### src/rtl/prirv32_fetch_queue.sv
// priRV32 instruction-fetch front end: PC generation, credit-limited imem requests,
// and a small {instr, pc} FIFO feeding the decoder, with redirect flush and stale-response drop.
module prirv32_fetch_queue #(
  parameter logic [31:0] RESET_PC   = 32'h0000_0000,
  parameter int          FIFO_DEPTH = 4
) (
  input  logic        clk_in,
  input  logic        rst_n,
  output logic        imem_req_o,
  output logic [31:0] imem_addr_o,
  input  logic        imem_gnt_i,
  input  logic        imem_rvalid_i,
  input  logic [31:0] imem_rdata_i,
  input  logic        redirect_i,
  input  logic [31:0] redirect_pc_i,
  output logic        instr_valid_o,
  output logic [31:0] instr_o,
  output logic [31:0] instr_pc_o,
  input  logic        instr_ready_i
);

  localparam int AW = $clog2(FIFO_DEPTH);
  localparam int CW = AW + 1;
  localparam logic [CW:0]   DEPTH_W = (CW + 1)'(FIFO_DEPTH);
  localparam logic [CW-1:0] ONE     = CW'(1);

  typedef enum logic [1:0] {BOOT, RUN, DRAIN} state_t;

  typedef struct packed {
    logic [31:0] instr;
    logic [31:0] pc;
  } entry_t;

  state_t        state, state_nx;
  logic [31:0]   fetch_pc, resp_pc;
  logic [CW-1:0] outstanding, discard, discard_nx, count;
  logic [AW-1:0] rd_ptr, wr_ptr;
  entry_t        mem [FIFO_DEPTH];

  logic          grant, push, pop;
  logic [CW-1:0] out_after_rsp;
  logic [CW:0]   credit_used;
  logic [31:0]   redirect_pc;

  assign redirect_pc   = redirect_pc_i & ~32'h3;
  assign out_after_rsp = outstanding - CW'(imem_rvalid_i);

  // Every granted request already owns a FIFO slot, so a response can always be pushed.
  assign credit_used = {1'b0, count} + {1'b0, outstanding};
  assign imem_req_o  = (state == RUN) && !redirect_i && (credit_used < DEPTH_W);
  assign imem_addr_o = fetch_pc;
  assign grant       = imem_req_o && imem_gnt_i;

  assign push = imem_rvalid_i && !redirect_i && (discard == '0);
  assign pop  = instr_valid_o && instr_ready_i && !redirect_i;

  assign instr_valid_o = (count != '0);
  assign instr_o       = instr_valid_o ? mem[rd_ptr].instr : 32'h0;
  assign instr_pc_o    = instr_valid_o ? mem[rd_ptr].pc    : 32'h0;

  // NOTE: every always_comb output gets a default first, so no path can infer a latch.
  always_comb begin
    discard_nx = discard;
    if (redirect_i)
      discard_nx = out_after_rsp;
    else if ((discard != '0) && imem_rvalid_i)
      discard_nx = discard - ONE;
  end

  always_comb begin
    state_nx = state;
    case (state)
      BOOT:    state_nx = RUN;
      RUN:     if (redirect_i && (out_after_rsp != '0)) state_nx = DRAIN;
      DRAIN:   if (!redirect_i && (discard_nx == '0)) state_nx = RUN;
      default: state_nx = BOOT;
    endcase
  end

  // NOTE: sequential state uses non-blocking assignments so all registers update together.
  always_ff @(posedge clk_in or negedge rst_n) begin
    if (!rst_n) begin
      state       <= BOOT;
      fetch_pc    <= RESET_PC;
      resp_pc     <= RESET_PC;
      outstanding <= '0;
      discard     <= '0;
      count       <= '0;
      rd_ptr      <= '0;
      wr_ptr      <= '0;
    end else begin
      state   <= state_nx;
      discard <= discard_nx;

      case ({grant, imem_rvalid_i})
        2'b10:   outstanding <= outstanding + ONE;
        2'b01:   outstanding <= outstanding - ONE;
        default: outstanding <= outstanding;
      endcase

      if (redirect_i) begin
        fetch_pc <= redirect_pc;
        resp_pc  <= redirect_pc;
        count    <= '0;
        rd_ptr   <= '0;
        wr_ptr   <= '0;
      end else begin
        if (grant) fetch_pc <= fetch_pc + 32'd4;
        if (push) begin
          resp_pc <= resp_pc + 32'd4;
          wr_ptr  <= wr_ptr + AW'(1);
        end
        if (pop) rd_ptr <= rd_ptr + AW'(1);
        case ({push, pop})
          2'b10:   count <= count + ONE;
          2'b01:   count <= count - ONE;
          default: count <= count;
        endcase
      end
    end
  end

  // NOTE: the storage array has no reset; count gates every read, so stale contents are never visible.
  always_ff @(posedge clk_in) begin
    if (push) mem[wr_ptr] <= '{instr: imem_rdata_i, pc: resp_pc};
  end

endmodule
### config.mk
export PLATFORM = sky130hd
export DESIGN_NAME = prirv32_fetch_queue
export DESIGN_NICKNAME = d
export VERILOG_FILES = /design/src/rtl/prirv32_fetch_queue.sv
export SDC_FILE = /design/constraint.sdc
export NUM_CORES = 1
export LEC_CHECK = 0
export BUFFER_PORTS_ARGS = -buffer_cell sky130_fd_sc_hd__buf_2
export CAP_MARGIN = 20
export CORE_ASPECT_RATIO = 1.4
export CORE_UTILIZATION = 60
export CTS_CLUSTER_DIAMETER = 80
export DETAILED_ROUTE_END_ITERATION = 10
export PLACE_DENSITY_LB_ADDON = 0.2
export SYNTH_ARGS = -nofsm -noshare
export SYNTH_HDL_FRONTEND = slang
export SYNTH_SLANG_ARGS = --single-unit
### constraint.sdc
create_clock -name clk_in -period 6.25 [get_ports clk_in]
set_input_delay 1.25 -clock clk_in [delete_from_list [all_inputs] [get_ports clk_in]]
set_output_delay 1.25 -clock clk_in [all_outputs]
set_load 0.05 [all_outputs]
* Yosys cells after proc, flatten, opt, wreduce, memory -nomap -nowiden
Memories as Yosys holds them, arrays and structs flattened.
Index checks and enable logic that the tools add are counted.
** Word-level totals
- Output and inout bits :: 98
- Memory bits (writable) :: 256
- Register bits :: 79
- Memories kept :: 1
** Operators by class
- Reductions and logical operators :: 23
- Multiplexer cells :: 20
- Equal/unequal tests :: 8
- Add/sub/neg operators :: 11
- $lt $le $gt $ge :: 1
** Memories
- mem :: words 4, width 64, read ports 1, clocked after Yosys merged registers in 0, wr ports 1, RTL line 38 : entry_t mem [FIFO_DEPTH];
** Operators with widths (number)
- $mux 32 :: 6
- $add 32x3->32 const B :: 2
- $mux 2 :: 6
- $pmux 3 s2 :: 2
- $reduce_bool 3->1 :: 4
- $logic_and 1x1->1 :: 10
- $mux 3 :: 3
- $sub 3x1->3 const B :: 3
- $reduce_bool 2->1 :: 4
- $add 3x1->3 const B :: 2
- $eq 2x1->1 const B :: 3
- $eq 2x2->1 const B :: 3
- $logic_not 3->1 :: 2
- $pmux 2 s3 :: 1
- $add 2x1->2 const B :: 2
- $add 3x3->4 :: 1
- $lt 4x3->1 const B :: 1
- $sub 3x1->3 :: 1
- $logic_not 2->1 :: 1
- $mux 1 :: 2
- $ne 2x1->1 const B :: 1
- $ne 2x2->1 const B :: 1
- $reduce_and 2->1 :: 1
- $logic_not 1->1 :: 1

* Longest topological paths before layout
- Depth after elaboration :: 8
- Gate-level depth with buffers :: 12
- Depth with buffers taken out :: 10

* Least setup slack after synthesis
No wires, ideal clock.
- Path type :: input port to flip-flop
- Start :: input imem_rvalid_i
- End :: memory mem[0][10] in the netlist's numbering (enable)
- Setup slack :: 2352 ps
- Arrival :: 3471 ps
- Setup time :: 427 ps
- Data required time :: 5823 ps
- Cell stages on the path :: 5
- Cell sequence :: buf_2 inv_1 nor2_1 clkbuf_1 and3_1
** On the way
- Cells in the longest elaborated chain, start to end :: 4
** RTL lines
- start: declaration :: RTL line 12 : input logic imem_rvalid_i,
- $logic_and 1x1->1 (2 in series) :: RTL line 54 : assign push = imem_rvalid_i && !redirect_i && (discard == '0);
- $mux 1 :: RTL line 125 : if (push) mem[wr_ptr] <= '{instr: imem_rdata_i, pc: resp_pc};
- $mux 1 (not written as such) :: RTL line 125
- end: declaration :: RTL line 38
No other way between the ends.

* Final worst setup path
- Start :: register rd_ptr[0]
- End :: output instr_o[20]
** On the way
- Cells in the longest elaborated chain, start to end :: 2
** RTL lines
- start: declaration :: RTL line 37 : logic [AW-1:0] rd_ptr, wr_ptr;
- start signal: assignment :: RTL line 113 : if (pop) rd_ptr <= rd_ptr + AW'(1);
- $mem_v2 4x64
- $mux 32 :: RTL line 58 : assign instr_o = instr_valid_o ? mem[rd_ptr].instr : 32'h0;
- end: declaration :: RTL line 17 : output logic [31:0] instr_o,
No other way between the ends.

==> flow_metrics.tcl <==
set metrics [dict create \
    power_density_nw_per_um2 402 \
    insertedDiodeCount 0 \
    r2r_slack_ps 3460 \
    cts_tree "built" \
    clkTransAtPathRegs_ps 70 \
    finClkSkew_ps 12.5 \
    place_ws_ps 2440 \
    yosysWarnings 0 \
    timing.final.ws_setup_ps 1990 \
    synth_top_area_share_pct 54.4 \
    drt_first_iter_violations 448 \
    clockRootBuffer "clkbuf_16" \
    dieArea_sq_um 23500 \
    core.rowCount 65 \
    hold_violations 0 \
    first_pass_iters 5 \
    synth_cells 830 \
    p_total_w 0.00631 \
    crit_chain "buf_4 > mux4_2 > and2_1 > buf_2" \
    crit_required_ps 5000 \
    grt_pass1_wl_mm 40.4 \
    drtAntennaViolNets 0 \
    hold_buffers 0 \
    crit_path_end_kind "primary output" \
    htree_levels 1 \
    yosysTopAreaCell "edfxtp_1" \
    synth-seq-cells 323 \
    dp.cells 1266 \
    r2r_cells 10 \
    cts.sinks 323 \
    cpMaxStageDelayCell "dfrtp_4" \
    wl_per_cell_microns 19.4 \
    postCtsSetupRepairBufs 0 \
    start_util_pct 61.0 \
    synth.cell_area_sq_um 13700 \
    rsz0062_at_grt "no" \
    grt_pass1_vias 7601 \
    hold_class "reg -> reg" \
    numCtsBuffers 28 \
    crit_path_end "instr_o[20]" \
    avgSynthCellArea_sq_um 16.5 \
    clock_latency_ps 530 \
    fin_crit_ps 4260 \
    drc 0 \
    cts_buffer_depth 3 \
    cpPeakStageDelay_ps 1040 \
    via_count 7563 \
    antenna_found_initial 0 \
    grt_usage_pct 22.6 \
    r2r_start "count[1]" \
    wl_mm 25.6 \
    cp_max_fo 47 \
    dieHeight_microns 181 \
    p_leak_nw 5.72 \
    ir_worst_vdd_v 0.000250 \
    fin_crit_sh_pct 68.1 \
    final_cell_mix "edfxtp_1 (248), buf_2 (161), dfrtp_1 (73)" \
    reg2reg_to "outstanding[2]" \
    max-slew-margin-rel_pct 30.8 \
    worstPathArrival_ps 3010 \
    numPortBuffers 161 \
    yosysSeqAreaShare_pct 68.0 \
    synthTopCellsByArea "edfxtp_1 (54%), dfrtp_1 (14%), mux4_2 (10%), and2_1 (2.9%), xor2_1 (2.0%)" \
    finalSetupTns_ps 0 \
    status "completed" \
    mostFrequentLayoutCell "edfxtp_1" \
    final_nets 1081 \
    synth_flop_cell "edfxtp_1" \
    grt_overflow_total 0 \
    ys_async_sr_fraction_pct 23.2 \
    core_sq_um 22400 \
    max_cap_violations 0 \
    num_io_pins 168 \
    criticalPathCategory "reg -> out" \
    viasPerCell 5.73 \
    drive_gt1_share_pct 31.7 \
    post_cts_resize_count 0 \
    fp.dieW_microns 130 \
    worst_pin_slew_ps 1040 \
    dp_hpwl_mm 16.1 \
    cp-start-kind "flip-flop" \
    fmax_ghz 0.235 \
    grt_max_degree 66 \
    drv_slew 0 \
    finalSetupViolCount 0 \
    crit_start "rd_ptr[0]" \
    area_growth_pct 14.6 \
    yosys.cell_types.count 53 \
    synth-edff-count 248 \
    instances_no_fill 1319 \
    gp_congestion 0.853 \
]
## final cells by class
type                    count  area (sq um)
clock buffers              38           779
repair buffers            177           938
inverters                  16          62.6
flip-flops and latches    323          9330
well taps                 301           377
multi-input cells         450          4140
fillers                  1529          6750
clock inverters            14          70.1
## power breakdown
| group | leakage [nW] | internal [W] | switching, W |
|---|---|---|---|
| clock network | 0.409 | 0.000873 | 0.000716 |
| registers | 3.12 | 0.00245 | 0.000202 |
| logic | 2.19 | 0.000679 | 0.00139 |
| total | 5.72 | 0.00400 | 0.00231 |
## stage by stage
stage,hold WS (ps),util (%),area (sq um)
detailed placement,495,66.1,14800
global route,528,69.9,15700
floorplan,468,-,13700
finish,498,69.9,15700
global placement,494,66.1,14800
CTS,504,69.8,15700
## sequential cells by signal, indices dropped and copies added (netlist names)
name         count
mem            248
imem_addr_o     30
resp_pc         30
count            3
discard          3
outstanding      3
rd_ptr           2
state            2
wr_ptr           2
## worst min-delay path by stage
stage,start,to,slack (ps),depth (start not counted)
after floorplan,outstanding[0],outstanding[0],470,1
after global placement,outstanding[0],outstanding[0],490,1
after detailed placement,outstanding[0],outstanding[0],490,1
after CTS,outstanding[0],outstanding[0],500,1
after global routing,state[1],state[0],530,1
final,outstanding[0],outstanding[0],500,1
## worst max-delay path, delay by kind of cell (launching register included)
family / cells / cell delay, ps
AND/OR/NAND/NOR: 1 / 170
buffers and inverters: 2 / 680
flip-flops: 1 / 1040
multiplexers: 1 / 560
## routing by layer
layer	global-route usage [%]	up-vias	wire length, microns
li1	-	3503	-
met1	29.8	3828	10800
met2	39.9	207	13200
met3	2.87	25	1210
met4	5.07	0	329
met5	0	-	0
## cell families (layout without fill, tap and decap cells)
| logic type | Yosys count | in the layout | share of synthesized area (%) |
|---|---|---|---|
| mux | 89 | 89 | 12.4 |
| flops | 323 | 323 | 68.0 |
| buf+inv | 60 | 245 | 1.91 |
| xor+xnor | 57 | 57 | 3.64 |
| compound gates | 59 | 59 | 2.77 |
| fa+ha+maj | 15 | 15 | 1.48 |
| other cells | 1 | 4 | 0.0274 |
| simple gates | 226 | 226 | 9.75 |
## cells in the mapped netlist, types with 3 or more instances
library cell and instances:
a21boi_0 6, a21boi_1 3, a21oi_1 12, a31oi_1 4, and2_0 3, and2_1 64
and3_1 15, and4_1 8, buf_1 4, buf_2 12, buf_4 5, clkbuf_1 23
dfrtp_1 75, edfxtp_1 248, ha_1 13, inv_1 14, mux2_2 23, mux2i_1 4
mux4_2 62, nand2_1 43, nand2b_1 6, nand3_1 25, nand4_1 18, nor2_1 18
nor3_1 8, nor4_2 4, o211ai_1 7, o21ai_0 8, o21ai_1 7, o311ai_1 3
xnor2_1 25, xor2_1 32
No activity file was read; power rests on OpenSTA's default activity.
